**src/rtl/prco_lmem_ctrl.sv**
```systemverilog
// rtl/prco_lmem_ctrl.sv - prco local-memory access initiator (fetch + load/store)
// Owns the PC and serialises fetch and load/store requests onto the single-port local memory.
module prco_lmem_ctrl #(
  parameter logic [15:0] P_RESET_PC = 16'h0000,
  parameter int          P_TIMEOUT  = 15
) (
  input  logic        i_clk,
  input  logic        i_reset,
  input  logic        i_fetch_req,
  input  logic        i_ls_req,
  input  logic        i_ls_we,
  input  logic [15:0] i_ls_addr,
  input  logic [15:0] i_ls_data,
  input  logic        i_branch,
  input  logic [15:0] i_branch_target,
  output logic        q_ce_fetch,
  output logic        q_ce_alu,
  output logic        q_mem_we,
  output logic [15:0] q_mem_addr,
  output logic [15:0] q_mem_dina,
  input  logic        i_ce_dec,
  input  logic        i_ce_reg,
  input  logic [15:0] i_mem_douta,
  output logic [15:0] q_pc,
  output logic [15:0] q_instr,
  output logic        q_instr_valid,
  output logic [15:0] q_ld_data,
  output logic        q_ld_valid,
  output logic        q_busy,
  output logic        q_timeout
);
  typedef enum logic [1:0] {S_IDLE, S_FETCH, S_LS} state_t;

  localparam logic [7:0] LP_TMO_LAST = 8'(P_TIMEOUT - 1);

  state_t      r_state, w_state_nxt;
  logic        r_fetch_pend, r_ls_pend, r_ls_we, r_squash;
  logic [15:0] r_ls_addr, r_ls_data;
  logic [7:0]  r_tmo_cnt;
  logic        r_ce_fetch, r_ce_alu, r_mem_we, r_instr_valid, r_ld_valid, r_timeout;
  logic [15:0] r_mem_addr, r_mem_dina, r_pc, r_instr, r_ld_data;

  logic        w_issue_fetch, w_issue_ls, w_fetch_done, w_ls_done, w_tmo;
  logic        w_ls_we;
  logic [15:0] w_ls_addr, w_ls_data, w_fetch_addr;

  // A same-cycle request bypasses the pending register; a same-cycle branch redirects the fetch.
  assign w_ls_we      = r_ls_pend ? r_ls_we   : i_ls_we;
  assign w_ls_addr    = r_ls_pend ? r_ls_addr : i_ls_addr;
  assign w_ls_data    = r_ls_pend ? r_ls_data : i_ls_data;
  assign w_fetch_addr = i_branch  ? i_branch_target : r_pc;

  always_comb begin
    w_state_nxt   = r_state;
    w_issue_fetch = 1'b0;
    w_issue_ls    = 1'b0;
    w_fetch_done  = 1'b0;
    w_ls_done     = 1'b0;
    w_tmo         = 1'b0;
    case (r_state)
      S_IDLE: begin
        if (r_ls_pend || i_ls_req) begin
          w_state_nxt = S_LS;
          w_issue_ls  = 1'b1;
        end else if (r_fetch_pend || i_fetch_req) begin
          w_state_nxt   = S_FETCH;
          w_issue_fetch = 1'b1;
        end
      end
      S_FETCH: begin
        if (i_ce_dec) begin
          w_fetch_done = 1'b1;
          w_state_nxt  = S_IDLE;
        end else if (r_tmo_cnt == LP_TMO_LAST) begin
          w_tmo       = 1'b1;
          w_state_nxt = S_IDLE;
        end
      end
      S_LS: begin
        if (i_ce_reg) begin
          w_ls_done   = 1'b1;
          w_state_nxt = S_IDLE;
        end else if (r_tmo_cnt == LP_TMO_LAST) begin
          w_tmo       = 1'b1;
          w_state_nxt = S_IDLE;
        end
      end
      default: w_state_nxt = S_IDLE;
    endcase
  end

  always_ff @(posedge i_clk or posedge i_reset) begin
    if (i_reset) begin
      r_state       <= S_IDLE;
      r_fetch_pend  <= 1'b0;
      r_ls_pend     <= 1'b0;
      r_ls_we       <= 1'b0;
      r_ls_addr     <= 16'h0000;
      r_ls_data     <= 16'h0000;
      r_squash      <= 1'b0;
      r_tmo_cnt     <= 8'd0;
      r_ce_fetch    <= 1'b0;
      r_ce_alu      <= 1'b0;
      r_mem_we      <= 1'b0;
      r_mem_addr    <= 16'h0000;
      r_mem_dina    <= 16'h0000;
      r_pc          <= P_RESET_PC;
      r_instr       <= 16'h0000;
      r_instr_valid <= 1'b0;
      r_ld_data     <= 16'h0000;
      r_ld_valid    <= 1'b0;
      r_timeout     <= 1'b0;
    end else begin
      r_state       <= w_state_nxt;
      r_ce_fetch    <= w_issue_fetch;
      r_ce_alu      <= w_issue_ls;
      r_instr_valid <= 1'b0;
      r_ld_valid    <= 1'b0;

      if (w_issue_fetch) begin
        r_mem_we   <= 1'b0;
        r_mem_addr <= w_fetch_addr;
      end else if (w_issue_ls) begin
        r_mem_we   <= w_ls_we;
        r_mem_addr <= w_ls_addr;
        r_mem_dina <= w_ls_data;
      end

      if (w_issue_fetch || w_issue_ls)
        r_tmo_cnt <= 8'd0;
      else if (r_state != S_IDLE)
        r_tmo_cnt <= r_tmo_cnt + 8'd1;

      if (w_fetch_done || (w_tmo && r_state == S_FETCH))
        r_fetch_pend <= 1'b0;
      else if (i_fetch_req)
        r_fetch_pend <= 1'b1;

      if (w_ls_done || (w_tmo && r_state == S_LS)) begin
        r_ls_pend <= 1'b0;
      end else if (i_ls_req && !r_ls_pend) begin
        r_ls_pend <= 1'b1;
        r_ls_we   <= i_ls_we;
        r_ls_addr <= i_ls_addr;
        r_ls_data <= i_ls_data;
      end

      // A branch while a fetch is on the memory side marks its eventual result as stale.
      if (w_issue_fetch)
        r_squash <= 1'b0;
      else if (r_state == S_FETCH && i_branch)
        r_squash <= 1'b1;

      if (w_fetch_done && !r_squash && !i_branch) begin
        r_instr       <= i_mem_douta;
        r_instr_valid <= 1'b1;
      end

      if (i_branch)
        r_pc <= i_branch_target;
      else if (w_fetch_done && !r_squash)
        r_pc <= r_pc + 16'd1;

      if (w_ls_done) begin
        r_ld_valid <= 1'b1;
        if (!r_ls_we)
          r_ld_data <= i_mem_douta;
      end

      if (w_tmo)
        r_timeout <= 1'b1;
    end
  end

  assign q_ce_fetch    = r_ce_fetch;
  assign q_ce_alu      = r_ce_alu;
  assign q_mem_we      = r_mem_we;
  assign q_mem_addr    = r_mem_addr;
  assign q_mem_dina    = r_mem_dina;
  assign q_pc          = r_pc;
  assign q_instr       = r_instr;
  assign q_instr_valid = r_instr_valid;
  assign q_ld_data     = r_ld_data;
  assign q_ld_valid    = r_ld_valid;
  assign q_timeout     = r_timeout;
  assign q_busy        = (r_state != S_IDLE) || r_fetch_pend || r_ls_pend;
endmodule

```
**config.mk**
```make
export PLATFORM = sky130hd
export DESIGN_NAME = prco_lmem_ctrl
export DESIGN_NICKNAME = d
export VERILOG_FILES = /design/src/rtl/prco_lmem_ctrl.sv
export SDC_FILE = /design/constraint.sdc
export NUM_CORES = 1
export LEC_CHECK = 0
export BUFFER_PORTS_ARGS = -buffer_cell sky130_fd_sc_hd__buf_2
export CAP_MARGIN = 20
export CORE_UTILIZATION = 47
export CTS_BUF_LIST = sky130_fd_sc_hd__clkbuf_2
export DETAILED_ROUTE_END_ITERATION = 8
export PLACE_DENSITY = 0.78
export SLEW_MARGIN = 30
export SYNTH_ARGS = -nofsm -noshare
export SYNTH_HDL_FRONTEND = slang
export SYNTH_SLANG_ARGS = --single-unit
```
**constraint.sdc**
```tcl
create_clock -name i_clk -period 11.15 [get_ports i_clk]
set_clock_uncertainty 0.15 [all_clocks]
set_input_delay 0.5575 -clock i_clk [delete_from_list [all_inputs] [get_ports i_clk]]
set_output_delay 0.5575 -clock i_clk [all_outputs]
set_load 0.02 [all_outputs]
```
# Yosys cells after proc, flatten, opt, wreduce, memory -nomap -nowiden
# Cells that the tools add are included.
[totals]
register_bits = 132
inputBits = 72
output_inout_bits = 87
elab_cells = 94
[classes]
addsub = 2
n_eq_ne = 4
n_mux = 39
n_bitwise = 3
n_reduce_logical = 27
[op_table]
columns = ["operator", "n"]
rows = [
  ["$mux 16", 7],
  ["$mux 1", 23],
  ["$add 16x1->16 const B", 1],
  ["$mux 8", 2],
  ["$reduce_bool 2->1", 7],
  ["$mux 2", 5],
  ["$add 8x1->8 const B", 1],
  ["$eq 8x4->1 const B", 1],
  ["$logic_or 1x1->1", 7],
  ["$logic_and 1x1->1", 6],
  ["$pmux 2 s3", 1],
  ["$reduce_and 2->1", 3],
  ["$logic_not 1->1", 3],
  ["$ne 3x3->1 const B", 1],
  ["$not 1->1", 3],
  ["$eq 2x1->1 const B", 1],
  ["$eq 2x2->1 const B", 1],
  ["$logic_not 2->1", 1],
  ["$pmux 1 s2", 1],
]

# Longest topological paths before layout
# Gate-level depths: netlist of the first run.
[logic_depth]
depth_word = 8
depth_mapped = 9

# Worst setup path after synthesis of the first run
# OpenSTA, ideal clock, no wires.
[synth_timing]
kind = "register -> output"
start = "register r_state[0]"
end = "output q_busy"
arrival_ns = 1.359
path_slack_ns = 9.083
stages_incl_launch_ff = 5
path_buffers = 1
cell_sequence = "dfrtp_1 inv_1 ha_1 clkbuf_1 or3b_2"
[synth_between]
elab_chain_cells = 3
[synth_rtl]
columns = ["element", "line_no", "text"]
rows = [
  ["from (decl)", "36", "state_t r_state, w_state_nxt;"],
  ["from (signal assigned)", "114", "r_state <= w_state_nxt;"],
  ["$reduce_bool 2->1", "186", "assign q_busy = (r_state != S_IDLE) || r_fetch_pend || r_ls_pend;"],
  ["$logic_or 1x1->1 (2 in series)", "186", ""],
  ["to (decl)", "29", "output logic q_busy,"],
]
# No other way between the ends.

# Final worst setup path of the first run
[layout_timing]
start = "register r_state[1]"
end = "output q_busy"
# Same word-level chain as after synthesis.

==> reports/metrics.cfg, run 1 <==
[global_route]
grt_usage = 0.231
grt_pass1_vias = 4791
grt_util_met3 = 0.0801
grt.busiest_layer = met2
grtUsageMet2 = 0.378
grt_pass1_wl_um = 23300
grt.met1_usage = 0.290
grt_max_degree = 75
grt_antenna_before_repair = 0
gr-total-overflow = 0

[power]
p_int_mw = 1.11
comb_power_share = 0.422
power_density_nw_per_um2 = 239
ir_drop_mv = 0.136
leakage_nw = 3.76
pwr-share-clk = 0.141
p_seq_frac = 0.438
p_switching_mw = 0.757
fin_total_pwr_mw = 1.87
p_sw_frac = 0.405

[sta]
tns_ns = 0
hold-worst-slack_ns = 0.0955
max_freq_ghz = 0.332
slew_violations = 0
period_share = 0.270
finalCriticalPeriod_ns = 3.01
slew_headroom = 0.456
hold_viol = 0
rsz0062_at_grt = false
setup_viol = 0
tightest_slew_ns = 0.816

[final_layout]
drive_above_1_share = 0.316
design_area_um2 = 7810
final_common_cell = buf_2
final_cell_mix = buf_2 (158), dfrtp_1 (131), dlygate4sd3_1 (68)
diodes = 0
fin_nets = 806
synthToLayoutAreaGrowth_pct = 29.7

[cts]
clk_latency_ns = 0.68
cts_tree = yes
cts_max_path_buffers = 2
clock_sinks = 132
post-cts-setup-buffers = 0
htreeDepth = 4
clkTransAtPathRegs_ns = 0.18
cts_buffers = 17
clock-root-buffer = clkbuf_2

[drt]
wl_per_cell_um = 15.9
dr.pass1.iters = 4
totalWireLength_um = 14400
vias = 4648
drtAntennaViolNets = 0
viasPerCell = 5.14
drc_errors = 0
dr.first_iter.drc_count = 248

[logic_synthesis]
syn_avg_cell_area_um2 = 11.9
yosysTopAreaCell = dfrtp_1
synthesis.instances = 505
synth_seq_cells = 132
synth_nets = 584
synthTopCellsByArea = dfrtp_1 (55%), mux2i_1 (6.7%), mux2_1 (6.2%)
synth.distinct_cells = 49
synth.yosys.seq_area_share = 0.549
synth-edff-count = 0
netlist.area_leader.share = 0.549
synth_warnings = 0
yosys_most_used_dff = dfrtp_1
async_flop_share = 1.00
syn-cell-area_um2 = 6020

[critical_path]
crit_type = reg -> out
critical_path.top_delay_family = simple AND/OR/NAND/NOR gates
cp-end-kind = output pin
worst_ep_arrival_time_ns = 2.30
path_cells = inv_1 > ha_1 > or3b_2 > buf_2
slowest_delay_ns = 0.50
critPathLaunchType = flip-flop
crit_required_ns = 10.44
cp_max_fo = 11
critPathSlowestCell = or3b_2
cp_num_buf_inv = 2

[die]
core_area_um2 = 12300
die_area_um2 = 13300
std_cell_rows = 40
ios = 159
fp.dieH_um = 115
die_w_um = 115
start_util = 0.491

[place]
gp_congestion = 0.841
hpwl_um = 9710
place_area_um2 = 6930
io_buffers = 158

[hold_path]
hp-class = in -> reg

[run_status]
status = complete, no violations

[job]
drv_cap = 0

-- registers in the layout, indices dropped and copies added (netlist names) --
signal,count
q_instr,16
r_ls_addr,16
q_pc,16
q_ld_data,16
r_squash,1
r_ls_we,1
q_mem_addr,16
q_mem_dina,16
r_state,2
r_ls_pend,1
r_fetch_pend,1
r_ls_data,16
q_instr_valid,1
q_ce_alu,1
q_ld_valid,1
q_mem_we,1
r_tmo_cnt,8
q_timeout,1
q_ce_fetch,1
-- final cells by class --
class / instances / area (um2)
timing repair buffer: 229 / 1520
multi-input combinational: 336 / 2530
clock inverter: 8 / 87.6
fill: 951 / 4450
tap: 168 / 210
inverter: 11 / 48.8
clock buffer: 21 / 105
sequential: 132 / 3310
-- cell usage after synthesis (all sizes together), types with 2 or more instances --
master  number
a211oi      11
a21oi       10
a31oi        9
and2         2
and4bb       2
buf         16
clkbuf      10
dfrtp      132
ha           7
inv         10
mux2        66
mux2i       40
nand2       46
nand2b       9
nand3       12
nand4        4
nor2        22
nor2b        4
nor3         9
nor4         4
o21ai       41
o221ai       3
o22ai        3
or2          2
or3b         2
xnor2       12
xor2         4
-- cells by family (layout without fill, tap and decap cells) --
group | after synthesis | count (layout) | share of synthesized area
flip-flops | 132 | 132 | 0.549
AND/OR/NAND/NOR | 123 | 123 | 0.104
multiplexers | 106 | 106 | 0.190
AO/OA/AOI/OAI | 84 | 84 | 0.0873
buffers and inverters | 37 | 269 | 0.0322
XOR/XNOR | 16 | 16 | 0.0233
adder cells (fa/ha/maj) | 7 | 7 | 0.0145
-- routing by layer --
layer	routed length, um	vias up
li1	-	2236
met1	6490	2250
met2	6920	147
met3	863	15
met4	157	0
met5	0	-
-- what timing repair did --
item | in CTS | in global routing
resized for setup | 0 | 0
hold buffers | 68 | 0
endpoints found under the hold margin | 173 | 0
-- through the flow --
stage / cells / worst slack (ns) / utilization
floorplan: 505 / 6.92 / -
global placement: 807 / 8.58 / 0.563
detailed placement: 808 / 8.45 / 0.565
CTS: 905 / 8.02 / 0.637
global route: 905 / 7.94 / 0.637
finish: 905 / 8.14 / 0.637
-- tightest hold or removal path: stages --
cell     delay (ns)
buf_2          0.07
mux2i_1        0.11
mux2i_1        0.15
-- power groups by stage --
| stage | sequential (mW) | clock (mW) | combinational (mW) |
|---|---|---|---|
| after floorplan | 0.922 | 0 | 0.427 |
| after global placement | 0.811 | 0 | 0.740 |
| after detailed placement | 0.823 | 0 | 0.771 |
| after CTS | 0.813 | 0.272 | 0.791 |
| after global routing | 0.841 | 0.292 | 0.861 |
| final | 0.818 | 0.263 | 0.788 |
-- worst paths after layout --
| path | to | start | slack, ns | cells past startpoint |
|---|---|---|---|---|
| worst max-delay path | q_busy | r_state[1] | 8.14 | 4 |
| worst min-delay path | q_pc[15] | i_branch_target[15] | 0.1 | 3 |
| worst max register to register | q_mem_addr[10] | r_ls_pend | 8.58 | 5 |
| worst min register to register | q_timeout | q_timeout | 0.33 | 1 |
| max in group asynchronous | r_ls_pend | i_reset | 9.31 | 4 |
| min in group asynchronous | q_pc[0] | i_reset | 0.37 | 3 |
(Power assumes the default switching activity.)
==> inputs of run 2 (changes only) <==
- clock period: 11.15 -> 3 ns (I/O delays scaled with it)
==> run 2 against run 1 <==
Non-clock buffer count increased by 32. Global-route usage rose by 2.1 points. Count of clock-buffer cells in the layout unchanged. Final cell count up 3.6%. Die area unchanged. Core utilization grew 2.4 points. Design area is 3.8% higher. Critical path depth increased by 3. Hold slack worse by 0.013 ns. Via count is 5.2% higher. First-iteration DRC count increased by 54%. Routed wire length grew 8.6%. Highest routed layer unchanged.
==> reports/metrics.cfg, run 2 (same netlist as run 1, synthesis figures left out) <==
[global_route]
grt_usage = 0.252  ; +0.0211
gr-total-overflow = 0  ; unchanged
grt_pass1_vias = 5175  ; +8.0%
grt_antenna_before_repair = 0  ; unchanged
grt_max_degree = 133  ; +77%
grt_pass1_wl_um = 25500  ; +9.5%

[cts]
ctsResizeCount = 0  ; unchanged
htreeDepth = 4  ; unchanged
cts_tree = yes
clk_latency_ns = 0.67  ; about the same
cts_max_path_buffers = 2  ; unchanged
clock_sinks = 132  ; unchanged
clkTransAtPathRegs_ns = 0.18  ; about the same
cts_buffers = 17  ; unchanged
clock-root-buffer = clkbuf_2

[critical_path]
cp-end-kind = flip-flop
crit_type = reg -> reg
critPathLaunchType = flip-flop
crit_required_ns = 3.41  ; -7.03 ns
cp_max_fo = 8  ; -3
crit_path_start = r_state[1]
worst_ep_arrival_time_ns = 3.23  ; +0.93 ns
path_cells = inv_1 > ha_1 > nand4b_2 > nor4_1 > xor2_1 > mux2_2 > dlygate4sd3_1
critPathSlowestCell = dlygate4sd3_1
r2r_slack_ns = 0.18  ; -8.40 ns
slowest_delay_ns = 0.55  ; +0.05 ns
r2r-start = r_state[1]

[die]
ios = 159  ; unchanged
core_area_um2 = 12300  ; unchanged
die_area_um2 = 13300  ; unchanged
start_util = 0.491  ; unchanged
die_w_um = 115  ; unchanged
fp.dieH_um = 115  ; unchanged
std_cell_rows = 40  ; unchanged

[sta]
slew_violations = 0  ; unchanged
rsz0062_at_grt = false
max_freq_ghz = 0.354
hold-worst-slack_ns = 0.0821  ; -0.0134 ns
finalCriticalPeriod_ns = 2.82
period_share = 0.940
tns_ns = 0  ; unchanged
slew_headroom = 0.425  ; -0.0313
tightest_slew_ns = 0.863  ; +0.0469 ns
hold_viol = 0  ; unchanged
setup_viol = 0  ; unchanged

[drt]
vias = 4891  ; +5.2%
drtAntennaViolNets = 0  ; unchanged
totalWireLength_um = 15700  ; +8.6%
wl_per_cell_um = 16.7  ; +4.8%
drc_errors = 0  ; unchanged
dr.first_iter.drc_count = 381  ; +54%
dr.pass1.iters = 6  ; +2
viasPerCell = 5.21  ; +1.5%

[final_layout]
diodes = 0  ; unchanged
drive_above_1_share = 0.306  ; -0.00965
synthToLayoutAreaGrowth_pct = 34.6
final_cell_mix = buf_2 (158), dfrtp_1 (131), dlygate4sd3_1 (96)
fin_nets = 838  ; +4.0%
design_area_um2 = 8110  ; +3.8%
final_common_cell = buf_2

[place]
hpwl_um = 9750  ; +0.41%
gp_congestion = 0.797  ; -5.2%
io_buffers = 158  ; unchanged
place_area_um2 = 6950  ; +0.23%

[power]
leakage_nw = 3.88  ; +3.1%
ir_drop_mv = 0.473  ; +250%
fin_total_pwr_mw = 7.01  ; +280%
power_density_nw_per_um2 = 865  ; +260%

[hold_path]
hp-class = in -> async

[run_status]
status = complete, no violations

[job]
drv_cap = 0  ; unchanged

-- run 2: layout make-up --
cell class / count / area (um2)
Sequential cell: 132 / 3300
Tap cell: 168 / 210
Clock buffer: 21 / 105
Timing Repair Buffer: 261 / 1840
Inverter: 11 / 50.0
Clock inverter: 9 / 65.1
Fill cell: 887 / 4160
Multi-Input combinational cell: 336 / 2530
-- run 2: through the flow --
step	instances	worst slack [ns]	util
2_1_floorplan	505	1.04	-
5_1_grt	938	0.000649	0.661
3_3_place_gp	811	0.486	0.567
4_1_cts	937	0.216	0.659
3_5_place_dp	811	0.424	0.567
6_report	938	0.179	0.661
-- run 2: worst paths after layout --
check                                to  depth (start not counted)
min reg2reg                   q_timeout                          1
min                            q_pc[15]                          4
max                            q_pc[10]                          7
max in group asynchronous     r_ls_pend                          4
min in group i_clk         q_ld_data[5]                          3
max reg2reg                    q_pc[10]                          7
-- run 2: critical path, delay by kind of cell (launching register included) --
family / cells / cell delay (ns)
flops: 1 / 0.43
mux: 1 / 0.27
buf+inv: 2 / 0.66
xor+xnor: 1 / 0.13
simple gates: 2 / 0.72
fa+ha+maj: 1 / 0.35
-- run 2: repair_timing --
action / 4_1_cts / 5_1_grt
buffers inserted: 0 / 0
hold endpoints to repair: 262 / 0
hold buffers: 96 / 0
-- run 2: where the power goes --
part,internal (mW),switching (mW)
Clock,0.285,0.596
Sequential,2.50,0.433
Combinational,1.36,1.83
Total,4.15,2.86
-- run 2: per-layer routing --
metal | GRT usage | part of all wire | vias up
met1 | 0.298 | 0.42 | 2359
li1 | - | - | 2299
met2 | 0.432 | 0.49 | 191
met3 | 0.0754 | 0.067 | 42
met5 | 0 | 0 | -
met4 | 0.0987 | 0.023 | 0
==> inputs of run 3 (changes only) <==
- ABC_AREA: default -> 1
- CORE_ASPECT_RATIO: default -> 0.5
==> run 3 against run 2 <==
The run now ends with design-rule violations left. Largest cell class unchanged. Maximum frequency grew 21%. Power grew 5.8%. Sequential share of layout area shrank 1.4 points. Final cell count grew 26%. Worst setup slack gained 0.49 ns. Routed wire length grew 9.6%. Non-clock buffer count shrank 7. Global-route usage grew 0.31 points. Critical endpoint is now r_ls_data[11]. First-iteration DRC count grew 46%. Highest routed layer unchanged.
==> reports/metrics.cfg, run 3 <==
[final_layout]
drive_above_1_share = 0.250  ; -0.0560
diodes = 0  ; unchanged
synthToLayoutAreaGrowth_pct = 32.3
final_common_cell = nand2_1
register_area_um2 = 3300  ; about the same
multi_input_area_um2 = 2570  ; +1.3%
fin_nets = 1076  ; +28%
final_cell_mix = nand2_1 (198), buf_2 (158), dfrtp_1 (132)
num-fill-cells = 1054  ; +19%

[logic_synthesis]
yosysTopAreaCell = dfrtp_1
synthesis.instances = 759  ; +50%
synthMostInstantiatedCell = nand2_1
syn-cell-area_um2 = 6340  ; +5.3%
netlist.area_leader.share = 0.521  ; -0.0276
synthTopCellsByArea = dfrtp_1 (52%), nand2_1 (12%), nand3_1 (6.0%)
synth.yosys.seq_area_share = 0.521  ; -0.0276
async_flop_share = 1.00  ; unchanged
synth_seq_cells = 132  ; unchanged
synth.distinct_cells = 36  ; -27%
synth_warnings = 0  ; unchanged
synth_nets = 838  ; +43%
synth-edff-count = 0  ; unchanged
yosys_most_used_dff = dfrtp_1
syn_avg_cell_area_um2 = 8.35  ; -30%
synthTopCellsByCount = nand2_1 (199), dfrtp_1 (132), nand3_1 (76), nor2_1 (71), o21ai_0 (61)

[sta]
slew_violations = 0  ; unchanged
max_freq_ghz = 0.429  ; +21%
finalCriticalPeriod_ns = 2.33  ; -0.492 ns
setup_viol = 0  ; unchanged
slew_headroom = 0.562  ; +0.138
tightest_slew_ns = 0.654  ; -0.209 ns
tns_ns = 0  ; unchanged
period_share = 0.776  ; -0.164
hold_viol = 0  ; unchanged
setup_ws_ns = 0.671  ; +0.492 ns
rsz0062_at_grt = false

[critical_path]
crit_required_ns = 3.47  ; +0.06 ns
cp-end-kind = flip-flop
worst_ep_arrival_time_ns = 2.80  ; -0.43 ns
critPathLaunchType = flip-flop
r2r_slack_ns = 0.67  ; +0.49 ns
cp_max_fo = 34  ; +26
crit_type = reg -> reg

[die]
std_cell_rows = 29  ; -28%
start_util = 0.491  ; about the same
die_w_um = 166  ; +44%
core_area_um2 = 12900  ; +5.3%
ios = 159  ; unchanged
fp.dieH_um = 84.1  ; -27%
die_area_um2 = 14000  ; +5.4%

[global_route]
grt_pass1_vias = 5989  ; +16%
gr-total-overflow = 0  ; unchanged
grt_usage = 0.255  ; +0.00311
grt_max_degree = 51  ; -62%
grt_pass1_wl_um = 28500  ; +12%
grt_antenna_before_repair = 0  ; unchanged

[cts]
clock-root-buffer = clkbuf_2
htreeDepth = 4  ; unchanged
cts_buffers = 17  ; unchanged
clock_sinks = 132  ; unchanged
cts_tree = yes
post-cts-setup-buffers = 0  ; unchanged
cts_max_path_buffers = 2  ; unchanged
clk_latency_ns = 0.67  ; about the same
clkTransAtPathRegs_ns = 0.24  ; +0.06 ns

[drt]
totalWireLength_um = 17200  ; +9.6%
dr.first_iter.drc_count = 557  ; +46%
viasPerCell = 5.12  ; -1.8%
wl_per_cell_um = 14.6  ; -13%
drc_errors = 5  ; +5
vias = 6042  ; +24%
dr.pass1.iters = 7  ; +1
drtAntennaViolNets = 0  ; unchanged

[power]
p_sw_frac = 0.439  ; +0.0310
p_switching_mw = 3.26  ; +14%
power_density_nw_per_um2 = 884  ; +2.2%
ir_drop_mv = 0.488  ; +3.3%
leakage_nw = 4.20  ; +8.1%
comb_power_share = 0.425  ; -0.031
pwr-share-clk = 0.174  ; +0.048
p_seq_frac = 0.401  ; -0.018
p_int_mw = 4.16  ; +0.22%

[job]
drv_cap = 0  ; unchanged

[place]
gp_congestion = 0.878  ; +10%
hpwl_um = 11100  ; +13%
io_buffers = 158  ; unchanged
preCtsSetupSlack_ns = 0.775  ; +0.351 ns

[hold_path]
hp-class = in -> reg

[run_status]
violations = design-rule violations
status = finished with violations

[run 3: cell count changes after synthesis, moves of 10 or more]
cell | before | now
nand2_1 | 46 | 199
nand3_1 | 12 | 76
nor2_1 | 21 | 71
inv_1 | 10 | 58
mux2i_1 | 40 | 0
nand2_2 | 0 | 35
mux2_1 | 33 | 0
mux2_2 | 33 | 0
o21ai_0 | 34 | 61
a211oi_1 | 11 | 0
o311ai_1 | 0 | 11
xnor2_1 | 12 | 2
[run 3: metal layers]
layer / track usage / share of wire / wire [um]
met5: 0 / 0 / 0
met4: 0.0968 / 0.018 / 304
met3: 0.0555 / 0.072 / 1230
met2: 0.428 / 0.47 / 8110
met1: 0.327 / 0.44 / 7530
[run 3: worst max-delay path, cell delays in order (launching register included)]
cell and delay (ns):
dfrtp_1 0.46, inv_1 0.07, ha_1 0.14, nand2_1 0.05, nor2_1 0.13, nand3_1 0.11
nand2_2 0.10, nand2_4 0.26, nand3_1 0.16, dlygate4sd3_1 0.57, nand2_1 0.07
[run 3: logic make-up (layout without fill, tap and decap cells)]
group | Yosys count | count (layout) | synth area share
compound gates | 114 | 114 | 0.106
xor+xnor | 3 | 3 | 0.00415
fa+ha+maj | 7 | 7 | 0.0138
buf+inv | 101 | 352 | 0.0744
flops | 132 | 132 | 0.521
simple gates | 402 | 402 | 0.281
[run 3: layout make-up]
cell class | instances | area share
sequential | 132 | 0.394
multi-input combinational | 526 | 0.306
timing repair buffer | 254 | 0.210
inverter | 66 | 0.0303
tap | 170 | 0.0254
clock inverter | 14 | 0.0239
clock buffer | 18 | 0.0107
[run 3: timing repair]
action / CTS / global route
endpoints found under the hold margin: 211 / 0
resized for setup: 0 / 0
hold buffers: 89 / 0
[run 3: final timing paths]
| kind | end | depth (start not counted) | start |
|---|---|---|---|
| max in group asynchronous | r_ls_data[1] | 5 | i_reset |
| worst max register to register | r_ls_data[11] | 10 | r_tmo_cnt[0] |
| worst min-delay path | q_ld_data[5] | 4 | i_mem_douta[5] |
| worst max-delay path | r_ls_data[11] | 10 | r_tmo_cnt[0] |
| worst min register to register | r_ls_we | 2 | r_ls_we |
| min in group asynchronous | r_tmo_cnt[6] | 4 | i_reset |
[run 3: power groups by stage]
stage | clock (mW) | combinational (mW) | sequential (mW)
final | 1.29 | 3.15 | 2.97
after floorplan | 0 | 1.70 | 3.45
after detailed placement | 0 | 3.04 | 2.99
after CTS | 1.32 | 3.15 | 2.96
after global routing | 1.39 | 3.51 | 3.06
after global placement | 0 | 2.94 | 2.98
[run 3: through the flow]
| stage | power [mW] | hold WS [ns] | instance area (um2) | utilization | instances |
|---|---|---|---|---|---|
| floorplan | 5.16 | 0.117 | 6340 | - | 759 |
| global placement | 5.92 | 0.216 | 7180 | 0.556 | 1058 |
| detailed placement | 6.03 | 0.227 | 7180 | 0.556 | 1058 |
| CTS | 7.43 | 0.0232 | 8360 | 0.648 | 1179 |
| global route | 7.97 | 0.0537 | 8390 | 0.649 | 1180 |
| finish | 7.42 | 0.0760 | 8390 | 0.649 | 1180 |
